==> src/rtl/prediction_scorer.sv <==
// Scoreboard for MLP predictions: compares each accepted label against a
// synchronous label ROM, counts hits/misses and divides out percent accuracy.
module prediction_scorer #(
  parameter int number_of_test_cases       = 750,
  parameter int clog2_number_of_test_cases = 10,
  parameter int clog2_size_of_output_layer = 4
) (
  input  logic                                  clk,
  input  logic                                  rst,
  input  logic                                  clk_en,
  input  logic [clog2_size_of_output_layer-1:0] pred_label,
  input  logic                                  pred_valid,
  output logic [clog2_number_of_test_cases-1:0] exp_addr,
  input  logic [clog2_size_of_output_layer-1:0] exp_label,
  output logic [clog2_number_of_test_cases-1:0] correct_count,
  output logic [clog2_number_of_test_cases-1:0] wrong_count,
  output logic                                  mismatch,
  output logic                                  overrun,
  output logic [6:0]                            accuracy,
  output logic                                  done
);
  localparam int CW = clog2_number_of_test_cases;
  localparam int L  = clog2_size_of_output_layer;
  localparam int RW = CW + 7;
  localparam logic [CW-1:0] LAST = CW'(number_of_test_cases - 1);
  localparam logic [RW-1:0] NR   = RW'(number_of_test_cases);

  typedef enum logic [2:0] {S_IDLE, S_WAIT, S_CMP, S_DIV, S_DONE} state_t;

  state_t          r_state, w_next;
  logic            r_pv_d;
  logic [L-1:0]    r_pred_q;
  logic [CW-1:0]   r_index, r_correct, r_wrong;
  logic            r_mismatch, r_overrun, r_done;
  logic [RW-1:0]   r_rem;
  logic [6:0]      r_q, r_accuracy;

  logic            w_accept, w_eq, w_last, w_rem_ge;
  logic            w_capture, w_cmp, w_div_load, w_div_sub, w_div_end, w_drop;
  logic [CW-1:0]   w_correct_next;
  logic [RW-1:0]   w_c_ext, w_prod;

  assign w_accept       = pred_valid & ~r_pv_d & clk_en;
  assign w_eq           = (r_pred_q == exp_label);
  assign w_last         = (r_index == LAST);
  assign w_rem_ge       = (r_rem >= NR);
  assign w_correct_next = w_eq ? r_correct + CW'(1) : r_correct;
  // correct*100 without a multiplier: 64c + 32c + 4c
  assign w_c_ext        = {7'd0, w_correct_next};
  assign w_prod         = (w_c_ext << 6) + (w_c_ext << 5) + (w_c_ext << 2);

  always_ff @(posedge clk) begin
    if (!rst)        r_state <= S_IDLE;
    else if (clk_en) r_state <= w_next;
  end

  always_comb begin
    w_next = r_state;
    case (r_state)
      S_IDLE: if (w_accept) w_next = S_WAIT;
      S_WAIT: w_next = S_CMP;
      S_CMP:  w_next = w_last ? S_DIV : S_IDLE;
      S_DIV:  if (!w_rem_ge) w_next = S_DONE;
      S_DONE: w_next = S_DONE;
      default: w_next = S_IDLE;
    endcase
  end

  always_comb begin
    w_capture  = (r_state == S_IDLE) & w_accept;
    w_cmp      = (r_state == S_CMP);
    w_div_load = w_cmp & w_last;
    w_div_sub  = (r_state == S_DIV) & w_rem_ge;
    w_div_end  = (r_state == S_DIV) & ~w_rem_ge;
    w_drop     = w_accept & ((r_state == S_WAIT) | (r_state == S_CMP) | (r_state == S_DIV));
  end

  always_ff @(posedge clk) begin
    if (!rst) begin
      r_pv_d     <= 1'b0;
      r_pred_q   <= '0;
      r_index    <= '0;
      r_correct  <= '0;
      r_wrong    <= '0;
      r_mismatch <= 1'b0;
      r_overrun  <= 1'b0;
      r_rem      <= '0;
      r_q        <= '0;
      r_accuracy <= '0;
      r_done     <= 1'b0;
    end else if (clk_en) begin
      r_pv_d     <= pred_valid;
      r_mismatch <= w_cmp & ~w_eq;
      if (w_capture) r_pred_q <= pred_label;
      if (w_cmp) begin
        r_correct <= w_correct_next;
        if (!w_eq)  r_wrong <= r_wrong + CW'(1);
        if (!w_last) r_index <= r_index + CW'(1);
      end
      if (w_div_load) begin
        r_rem <= w_prod;
        r_q   <= '0;
      end
      if (w_div_sub) begin
        r_rem <= r_rem - NR;
        r_q   <= r_q + 7'd1;
      end
      if (w_div_end) begin
        r_accuracy <= r_q;
        r_done     <= 1'b1;
      end
      if (w_drop) r_overrun <= 1'b1;
    end
  end

  assign exp_addr      = r_index;
  assign correct_count = r_correct;
  assign wrong_count   = r_wrong;
  assign mismatch      = r_mismatch;
  assign overrun       = r_overrun;
  assign accuracy      = r_accuracy;
  assign done          = r_done;
endmodule
==> config.mk <==
export PLATFORM = sky130hd
export DESIGN_NAME = prediction_scorer
export DESIGN_NICKNAME = d
export VERILOG_FILES = /design/src/rtl/prediction_scorer.sv
export SDC_FILE = /design/constraint.sdc
export NUM_CORES = 1
export LEC_CHECK = 0
export ABC_CLOCK_PERIOD_IN_PS = 5300
export CAP_MARGIN = 10
export CORE_MARGIN = 1
export CORE_UTILIZATION = 55
export DETAILED_ROUTE_END_ITERATION = 8
export PLACE_DENSITY_LB_ADDON = 0.05
export SLEW_MARGIN = 40
export SYNTH_ARGS = -nofsm -noshare
export SYNTH_HDL_FRONTEND = slang
export SYNTH_SLANG_ARGS = --single-unit
export TNS_END_PERCENT = 100
==> constraint.sdc <==
create_clock -name clk -period 5.3 [get_ports clk]
set_input_delay 1.06 -clock clk [delete_from_list [all_inputs] [get_ports clk]]
set_output_delay 1.06 -clock clk [all_outputs]
set_load 0.005 [all_outputs]
==> results.cfg, run 1 <==
[die]
start_util_pct = 57.8
io_pins = 52
core-area_um2 = 7370
die_w_um = 90.0
dieArea_um2 = 8100
die_y_um = 90.0
rows = 31

[timing]
grt_setup_unrepaired = false
tightest_slew_ns = 0.742
skew_ns = 0.00643
setup_tns_ns = 0
holdWs_ns = 0.478
period_minus_slack_ns = 4.62
max-slew-margin-rel_pct = 50.2
min_period_over_period_pct = 87.2
hold_viol = 0
max_freq_mhz = 216
setup_violations = 0
drv_slew = 0

[cts]
tritoncts.num_buffers = 9
htreeDepth = 3
cts_setup_buffers = 0
clk_latency_ns = 0.34
clockBufferDepth = 2
hold_buffers = 0
cts_sinks = 71
clk_pin_slew_worst_paths_ns = 0.08
post_cts_resized = 0
clock-root-buffer = clkbuf_8
cts_tree = yes

[worst_setup_path]
reg2reg_depth = 15
ff2ff_setup_slack_ns = 1.48
endpoint_kind = flop
regToRegEndpoint = r_rem[16]$_SDFFE_PN0P_
required_ns = 5.56
reg2reg_from = r_pred_q[2]$_SDFFE_PN0P_
cp.arrival_ns = 4.89
worst_setup_path_start_kind = input pin
critical_path_class = in -> reg
path_max_fanout = 8

[outcome]
status = finished, final reports clean

[grt]
grtUsageTotal_pct = 24.9
grt_pass1_wl_um = 16700
grt_overflow_total = 0
grt_pass1_vias = 3619
grt_max_degree = 64
antenna_found_initial = 0

[detailed_routing]
wirelength_um = 9940
num_vias = 3864
drt_pass1_iterations = 4
drc = 0
drt_iter0_drc = 230
drtAntennaViolNets = 0
viasPerCell = 5.80
wire_per_inst_um = 14.9

[layout]
multiInputGateArea_um2 = 2660
final_cell_area_um2 = 5030
nFillCells = 642
drive_above_1_share_pct = 6.53
antenna_cells = 0
final_nets = 601
seq_area_um2 = 1420
area_delta_synth_final_pct = 18.0

[pwr]
swShare_pct = 23.7
powerDensity_nw_per_um2 = 206
leakagePower_nw = 1.97
internal-power_mw = 0.790
vdd_ir_drop_max_v = 0.000163
power_frac_comb_pct = 5.4
clock_power_share_pct = 42.1
p_seq_share_pct = 52.5
p_switching_mw = 0.245
power_mw = 1.04

[run]
maxCapViolations = 0

[synth]
avgSynthCellArea_um2 = 8.26
synth-seq-cells = 71
synth_warnings = 0
synth_cell_types = 64
syn-instance-count = 516
yosys.area.top_type_share_pct = 33.4
synth-edff-count = 0
async_flop_share_pct = 0
synth_area_leader_cell = dfxtp_1
ys_seq_area_share_pct = 33.4
synth_area_um2 = 4260
synth_area_leaders = dfxtp_1 33%, ha_1 7.6%, nor2_1 5.6%, xnor2_1 4.7%, xor2_1 4.7%
ys.flop_type = dfxtp_1
synth.net_count = 555

[placed_design]
gp_congestion = 0.841
dp.final_hpwl_um = 7020
port_buffers = 51
post_dp_cell_area_um2 = 4830

[worst_hold_path]
hold_path.startpoint = accuracy[4]$_SDFFE_PN0P_
hold_depth = 2
hold_path_end = accuracy[4]$_SDFFE_PN0P_
hp-class = reg -> reg
per-stage QoR:
| stage | utilization [%] | std cells | worst slack, ns |
|---|---|---|---|
| after CTS | 68.2 | 666 | 0.664 |
| after floorplan | - | 516 | 1.13 |
| after global placement | 65.5 | 650 | 0.486 |
| after detailed placement | 65.6 | 650 | 0.311 |
| final | 68.2 | 666 | 0.676 |
| after global routing | 68.2 | 666 | 0.334 |
critical path, cell delays in order:
cell             delay (ns)
clkdlybuf4s50_1        0.42
xnor2_1                0.23
and4_1                 0.40
nand4_1                0.30
xor2_1                 0.39
inv_1                  0.13
ha_1                   0.30
ha_1                   0.17
inv_1                  0.06
fa_1                   0.39
nor2b_1                0.16
o31a_1                 0.21
nor3_1                 0.08
nor3_1                 0.20
o221ai_1               0.16
a41oi_1                0.22
flip-flops by register name, summed over array words and instances, names as in the netlist:
name / cells
wrong_count: 10
accuracy: 7
r_q: 7
overrun: 1
mismatch: 1
correct_count: 10
r_pred_q: 4
r_rem: 16
r_state: 3
r_pv_d: 1
exp_addr: 10
done: 1
Yosys cell counts, drive strengths merged (3+ instances only):
cell type  count
a211oi         4
a21o           3
a21oi         39
a31oi          7
a41oi          4
and3           9
buf            5
clkbuf        14
dfxtp         71
ha            26
inv           25
mux2i         11
nand2         42
nand3         17
nand4         10
nor2          67
nor2b          3
nor3          21
o211a          4
o21a           5
o21ai         24
o21bai         5
o22ai          6
o32ai          3
or3            9
xnor2         23
xor2          23
how the worst max path moves through the flow:
stage                     cells after the start          from                endpoint  slack, ns
after global placement                       16  exp_label[0]  r_rem[14]$_SDFFE_PN0P_       0.49
after global routing                         16  exp_label[2]  r_rem[16]$_SDFFE_PN0P_       0.33
after floorplan                              16  exp_label[0]  r_rem[14]$_SDFFE_PN0P_       1.13
after detailed placement                     16  exp_label[2]  r_rem[16]$_SDFFE_PN0P_       0.31
after CTS                                    16  exp_label[2]  r_rem[16]$_SDFFE_PN0P_       0.66
final                                        16  exp_label[2]  r_rem[16]$_SDFFE_PN0P_       0.68
cells in the final DEF (no fill, tap or decap), drive strengths merged, types with 3 or more instances in the layout:
master and n:
ha 26, o21a 5, dfxtp 71, o21bai 5, a21oi 39, clkdlybuf4s50 51
o211a 4, a31oi 7, nand3 17, nand4 10, nor2 67, clkbuf 10
o21ai 24, and3 9, a41oi 4, clkinv 3, a211oi 4, or3 9
buf 3, o22ai 6, inv 25, nand2 42, nor2b 3, mux2i 11
a21o 3, o32ai 3, xnor2 23, nor3 21, xor2 23
cell families (layout without fill, tap and decap cells):
family | after synthesis | after routing | synth area share (%)
flops | 71 | 71 | 33.4
compound gates | 121 | 121 | 19.5
buf+inv | 44 | 95 | 4.32
mux | 12 | 12 | 2.85
simple gates | 195 | 195 | 22.5
fa+ha+maj | 27 | 27 | 8.10
xor+xnor | 46 | 46 | 9.45
cell type report:
class	count	share of cell area, %
Multi-Input combinational cell	401	52.8
Sequential cell	71	28.3
Clock inverter	6	1.19
Timing Repair Buffer	54	10.6
Tap cell	99	2.46
Clock buffer	10	2.74
Inverter	25	1.92
routing by layer:
layer	share of wire (%)	global-route usage [%]	up-vias
li1	-	-	1936
met1	44	30.0	1807
met2	48	42.0	105
met3	6.1	7.45	16
met4	1.8	9.01	0
met5	0	0	-
power groups by stage:
stage	Combinational (mW)	Sequential [mW]	Clock, mW
floorplan	0.0359	0.554	0
CTS	0.0565	0.543	0.444
global placement	0.0548	0.556	0
finish	0.0561	0.543	0.436
detailed placement	0.0561	0.556	0
global route	0.0619	0.544	0.466
No activity file was read; power rests on OpenSTA's default activity.
==> run 2, diff against run 1 <==
--- a/config.mk
+++ b/config.mk
@@ -5,10 +5,10 @@
 export SDC_FILE = /design/constraint.sdc
 export NUM_CORES = 1
 export LEC_CHECK = 0
-export ABC_CLOCK_PERIOD_IN_PS = 5300
+export ABC_CLOCK_PERIOD_IN_PS = 3900
 export CAP_MARGIN = 10
 export CORE_MARGIN = 1
-export CORE_UTILIZATION = 55
+export CORE_UTILIZATION = 51
 export DETAILED_ROUTE_END_ITERATION = 8
 export PLACE_DENSITY_LB_ADDON = 0.05
 export SLEW_MARGIN = 40
==> constraint.sdc (replaced) <==
create_clock -name clk -period 3.9 [get_ports clk]
set_input_delay 0.78 -clock clk [delete_from_list [all_inputs] [get_ports clk]]
set_output_delay 0.78 -clock clk [all_outputs]
set_load 0.005 [all_outputs]
==> run 2 against run 1 <==
Largest cell class unchanged; first-iteration DRC count shrank 10%; sequential share of layout area shrank 2.7 points; sequential cell count is the same; global-route usage shrank 0.47 points; core utilization grew 2.3 points; clock-buffer cell count is the same; worst setup slack lost 0.38 ns; via count grew 3.7%; register-to-register slack lost 0.87 ns; clock power grew 27%.
==> results.cfg, run 2 (synthesis results as in run 1) <==
[outcome]
status = finished, final reports clean

[layout]
top_register = r_rem
area_delta_synth_final_pct = 30.6
antenna_cells = 0
layout_commonest_cell = dfxtp_1
largest_reg_flops = 16
final_nets = 651
final_cell_mix = 71 x dfxtp_1, 61 x nor2_1, 52 x buf_4
drive_above_1_share_pct = 18.8
final_core_util_pct = 70.6

[die]
start_util_pct = 54.0
core-area_um2 = 7890
die_y_um = 93.4
die_w_um = 93.4
rows = 32
dieArea_um2 = 8730
io_pins = 52

[worst_hold_path]
hp-class = reg -> reg
hold_depth = 2

[cts]
clockBufferDepth = 2
clk_pin_slew_worst_paths_ns = 0.08
cts_sinks = 71
clock-root-buffer = clkbuf_8
clk_latency_ns = 0.35
htreeDepth = 3
cts_tree = yes
tritoncts.num_buffers = 9

[placed_design]
port_buffers = 51
gp_congestion = 0.893
dp.final_hpwl_um = 7510
dp_slack_ns = -0.498

[timing]
tightest_slew_ns = 0.727
fin_ws_ns = 0.294
min_period_over_period_pct = 92.4
max_freq_mhz = 277
setup_violations = 0
period_minus_slack_ns = 3.61
max-slew-margin-rel_pct = 51.2
skew_ns = 0.0113
drv_slew = 0
grt_setup_unrepaired = false
hold_viol = 0
holdWs_ns = 0.483

[worst_setup_path]
path_max_fanout = 4
required_ns = 4.12
cpMaxStageDelayCell = ha_2
worst_setup_path_start_kind = input pin
endpoint_kind = flop
crit_top_cell = o31a_1
cp_cell_sequence = dlygate4sd2_1 > xnor2_2 > and4_4 > nand4_1 > xor2_2 > buf_4 > xor2_1 > ha_1 > o21bai_1 > ha_2 > o21a_1 > o31a_1 > nor2_2 > o31a_1 > mux2i_1 > a31oi_1
critPathMaxStageDelay_ns = 0.34
critical_path_class = in -> reg
cp.arrival_ns = 3.83
reg2reg_depth = 15

[pwr]
clock_power_share_pct = 40.0
p_seq_share_pct = 53.2
power_mw = 1.39
p_switching_mw = 0.360
leakagePower_nw = 2.22
power_frac_comb_pct = 6.8
powerDensity_nw_per_um2 = 250
internal-power_mw = 1.03
vdd_ir_drop_max_v = 0.000179
swShare_pct = 25.9

[detailed_routing]
num_vias = 4006
wire_per_inst_um = 14.5
wirelength_um = 10400
drtAntennaViolNets = 0
drt_pass1_iterations = 4
viasPerCell = 5.57
drc = 0
drt_iter0_drc = 206

[grt]
grt_overflow_total = 0
grt_pass1_wl_um = 17300
antenna_found_initial = 0
grtUsageTotal_pct = 24.5
grt_max_degree = 31
grt_pass1_vias = 3727

[run]
maxCapViolations = 0
==> run 2: cell types whose count changed in the layout (fill, tap and decap cells not counted), moves of 4 or more <==
cell and delta:
xnor2_1 -5, ha_2 +4, buf_4 +49, ha_1 -7, clkdlybuf4s50_1 -4, xnor2_2 +5
==> run 2: stage by stage <==
step,TNS (ns),cell area [um2],instances
finish,0,5570,719
global route,0,5570,719
global placement,-1.90,5150,696
floorplan,0,4260,516
detailed placement,-3.00,5150,696
CTS,0,5410,713
==> run 2: final timing paths <==
check	slack, ns	from	to
worst max-delay path	0.29	exp_label[0]	r_rem[14]$_SDFFE_PN0P_
worst min-delay path	0.48	accuracy[0]$_SDFFE_PN0P_	accuracy[0]$_SDFFE_PN0P_
worst max register to register	0.61	r_pred_q[0]$_SDFFE_PN0P_	r_rem[14]$_SDFFE_PN0P_
worst min register to register	0.48	accuracy[0]$_SDFFE_PN0P_	accuracy[0]$_SDFFE_PN0P_
==> run 2: cell type report <==
| cell class | count | area, um2 |
|---|---|---|
| clock buffer | 10 | 138 |
| sequential | 71 | 1420 |
| clock inverter | 6 | 45.0 |
| inverter | 25 | 93.8 |
| timing repair buffer | 104 | 911 |
| tap | 102 | 128 |
| fill | 614 | 2320 |
| multi-input combinational | 401 | 2830 |
==> run 2: timing repair <==
| item | in CTS | in global routing |
|---|---|---|
| hold buffers | 0 | 0 |
| buffers inserted | 1 | 6 |
| resized for setup | 14 | 24 |
| pin swaps | 3 | 18 |
| setup endpoints to repair | 6 | 7 |
==> run 2: worst max-delay path: cells and delay by family <==
family / cells / cell delay (ns)
AO/OA/AOI/OAI: 5 / 0.85
XOR/XNOR: 3 / 0.55
AND/OR/NAND/NOR: 3 / 0.55
adder cells (fa/ha/maj): 2 / 0.51
buffers and inverters: 2 / 0.43
multiplexers: 1 / 0.15
==> run 2: routing by layer <==
layer	GRT usage, %	routed length (um)
met1	31.6	4800
met2	41.2	5040
met4	7.95	144
met3	4.23	409
met5	0	0
==> run 2: power by group through the flow <==
stage          logic [mW]  registers (mW)  clock network, mW
2_1_floorplan      0.0488           0.753                  0
3_3_place_gp       0.0882           0.755                  0
3_5_place_dp       0.0900           0.756                  0
4_1_cts            0.0938           0.739              0.557
5_1_grt             0.104           0.740              0.591
6_report           0.0946           0.739              0.555
==> run 3, diff against run 2 <==
--- a/config.mk
+++ b/config.mk
@@ -8,7 +8,8 @@
 export ABC_CLOCK_PERIOD_IN_PS = 3900
 export CAP_MARGIN = 10
 export CORE_MARGIN = 1
-export CORE_UTILIZATION = 51
+export CORE_UTILIZATION = 30
+export CTS_CLUSTER_SIZE = 14
 export DETAILED_ROUTE_END_ITERATION = 8
 export PLACE_DENSITY_LB_ADDON = 0.05
 export SLEW_MARGIN = 40
==> run 3 against run 2 <==
Critical path depth grew 3; clock-buffer cell count is the same; register-to-register slack got worse by 0.11 ns; power rose by 20%; cell count grew 11%; sequential cell count stayed put; die area grew 68%.
==> results.cfg, run 3 (synthesis results as in run 1) <==
[outcome]
status = finished, final reports clean

[worst_setup_path]
reg2reg_from = r_pred_q[0]$_SDFFE_PN0P_
regToRegEndpoint = r_rem[16]$_SDFFE_PN0P_
worst_setup_path_start_kind = input pin
required_ns = 4.09
critical_path_class = in -> reg
endpoint_kind = flop
cp-startpoint = exp_label[0]
cp.arrival_ns = 3.94
path_max_fanout = 8
ff2ff_setup_slack_ns = 0.50
reg2reg_depth = 18

[timing]
setup_tns_ns = 0
tightest_slew_ns = 0.651
max-slew-margin-rel_pct = 56.2
skew_ns = 0.00719
hold_viol = 0
setup_violations = 0
drv_slew = 0
max_freq_mhz = 267
period_minus_slack_ns = 3.75
min_period_over_period_pct = 96.2

[pwr]
p_switching_mw = 0.378
p_seq_share_pct = 44.4
clock_power_share_pct = 49.7
powerDensity_nw_per_um2 = 290
vdd_ir_drop_max_v = 0.000201
power_mw = 1.67
swShare_pct = 22.6
internal-power_mw = 1.29
power_frac_comb_pct = 6.0
leakagePower_nw = 2.31

[cts]
htreeDepth = 3
cts_tree = yes
clock-root-buffer = clkbuf_16
clk_pin_slew_worst_paths_ns = 0.06
tritoncts.num_buffers = 9
clk_latency_ns = 0.34
cts_sinks = 71
clockBufferDepth = 2

[die]
start_util_pct = 30.7
rows = 43
dieArea_um2 = 14700
die_w_um = 121
io_pins = 52
die_y_um = 121
core-area_um2 = 13900

[placed_design]
port_buffers = 51
post_dp_cell_area_um2 = 5270
dp.final_hpwl_um = 8390
gp_congestion = 0.778

[layout]
final_core_util_pct = 41.5
multiInputGateArea_um2 = 2780
drive_above_1_share_pct = 17.8
area_delta_synth_final_pct = 35.0
final_cell_area_um2 = 5750
layout_commonest_cell = dfxtp_1
final_nets = 653
largest_reg_flops = 16
antenna_cells = 0
nFillCells = 1467
top_register = r_rem
final_cell_mix = 71 x dfxtp_1, 62 x nor2_1, 52 x buf_4
seq_area_um2 = 1420

[grt]
grtUsageTotal_pct = 16.8
grt_max_degree = 35
grt_pass1_wl_um = 19300
grt_pass1_vias = 3911
antenna_found_initial = 0
grt_overflow_total = 0

[run]
maxCapViolations = 0

[detailed_routing]
wire_per_inst_um = 14.5
drtAntennaViolNets = 0
drt_pass1_iterations = 5
num_vias = 3993
drt_iter0_drc = 174
wirelength_um = 11600
viasPerCell = 5.00
drc = 0

[worst_hold_path]
hold_path_end = overrun$_SDFFE_PN0P_
hold_path.startpoint = overrun$_SDFFE_PN0P_
hp-class = reg -> reg
hold_depth = 2
[run 3: how the worst max path moves through the flow]
stage	endpoint	slack, ns	cells past startpoint
after global placement	r_rem[15]$_SDFFE_PN0P_	-0.55	17
after floorplan	r_rem[14]$_SDFFE_PN0P_	0.005	16
after CTS	r_rem[14]$_SDFFE_PN0P_	0.13	16
after global routing	r_rem[16]$_SDFFE_PN0P_	-0.06	19
final	r_rem[16]$_SDFFE_PN0P_	0.15	19
after detailed placement	r_rem[15]$_SDFFE_PN0P_	-0.55	17
[run 3: power groups by stage]
stage / Clock [mW] / Sequential, mW / Combinational (mW)
after detailed placement: 0 / 0.756 / 0.0922
final: 0.829 / 0.741 / 0.0996
after global routing: 0.891 / 0.742 / 0.110
after global placement: 0 / 0.756 / 0.0918
after floorplan: 0 / 0.753 / 0.0488
after CTS: 0.859 / 0.740 / 0.0987
[run 3: final cells by class]
| class | instances | area share [%] |
|---|---|---|
| repair buffers | 106 | 16.3 |
| multi-input cells | 401 | 48.2 |
| clock inverters | 6 | 1.04 |
| flip-flops and latches | 71 | 24.7 |
| inverters | 25 | 1.63 |
| clock buffers | 10 | 4.15 |
| well taps | 180 | 3.91 |
[run 3: per-layer routing]
metal,GRT usage [%],routed length (um),up-vias
li1,-,-,2044
met4,5.63,144,0
met2,26.9,5310,76
met5,0,0,-
met1,21.3,5560,1862
met3,4.98,559,11
[run 3: timing repair]
| item | 4_1_cts | 5_1_grt |
|---|---|---|
| resized for setup | 22 | 7 |
| pin swaps | 16 | 11 |
| endpoints found under the hold margin | 0 | 0 |
| endpoints found under the setup margin | 5 | 6 |
| cloned | 0 | 0 |
| hold buffers | 0 | 0 |
| setup buffers | 6 | 3 |
[run 3: worst max-delay path: stages]
cell	delay (ns)
dlygate4sd2_1	0.27
xnor2_2	0.17
and4_4	0.28
buf_6	0.13
and3_1	0.17
nand2_1	0.07
xor2_1	0.14
buf_4	0.16
inv_1	0.05
ha_1	0.17
o21bai_1	0.15
ha_1	0.31
nor2b_2	0.16
o31a_1	0.29
buf_4	0.15
nor3_2	0.10
nor3_1	0.07
o221ai_1	0.21
a41oi_1	0.13
[run 3: stage by stage]
step | hold slack (ns) | setup slack (ns) | instances
finish | 0.469 | 0.149 | 799
global route | 0.494 | -0.0624 | 799
detailed placement | 0.463 | -0.551 | 774
global placement | 0.463 | -0.550 | 774
CTS | 0.475 | 0.130 | 796
floorplan | 0.445 | 0.00518 | 516
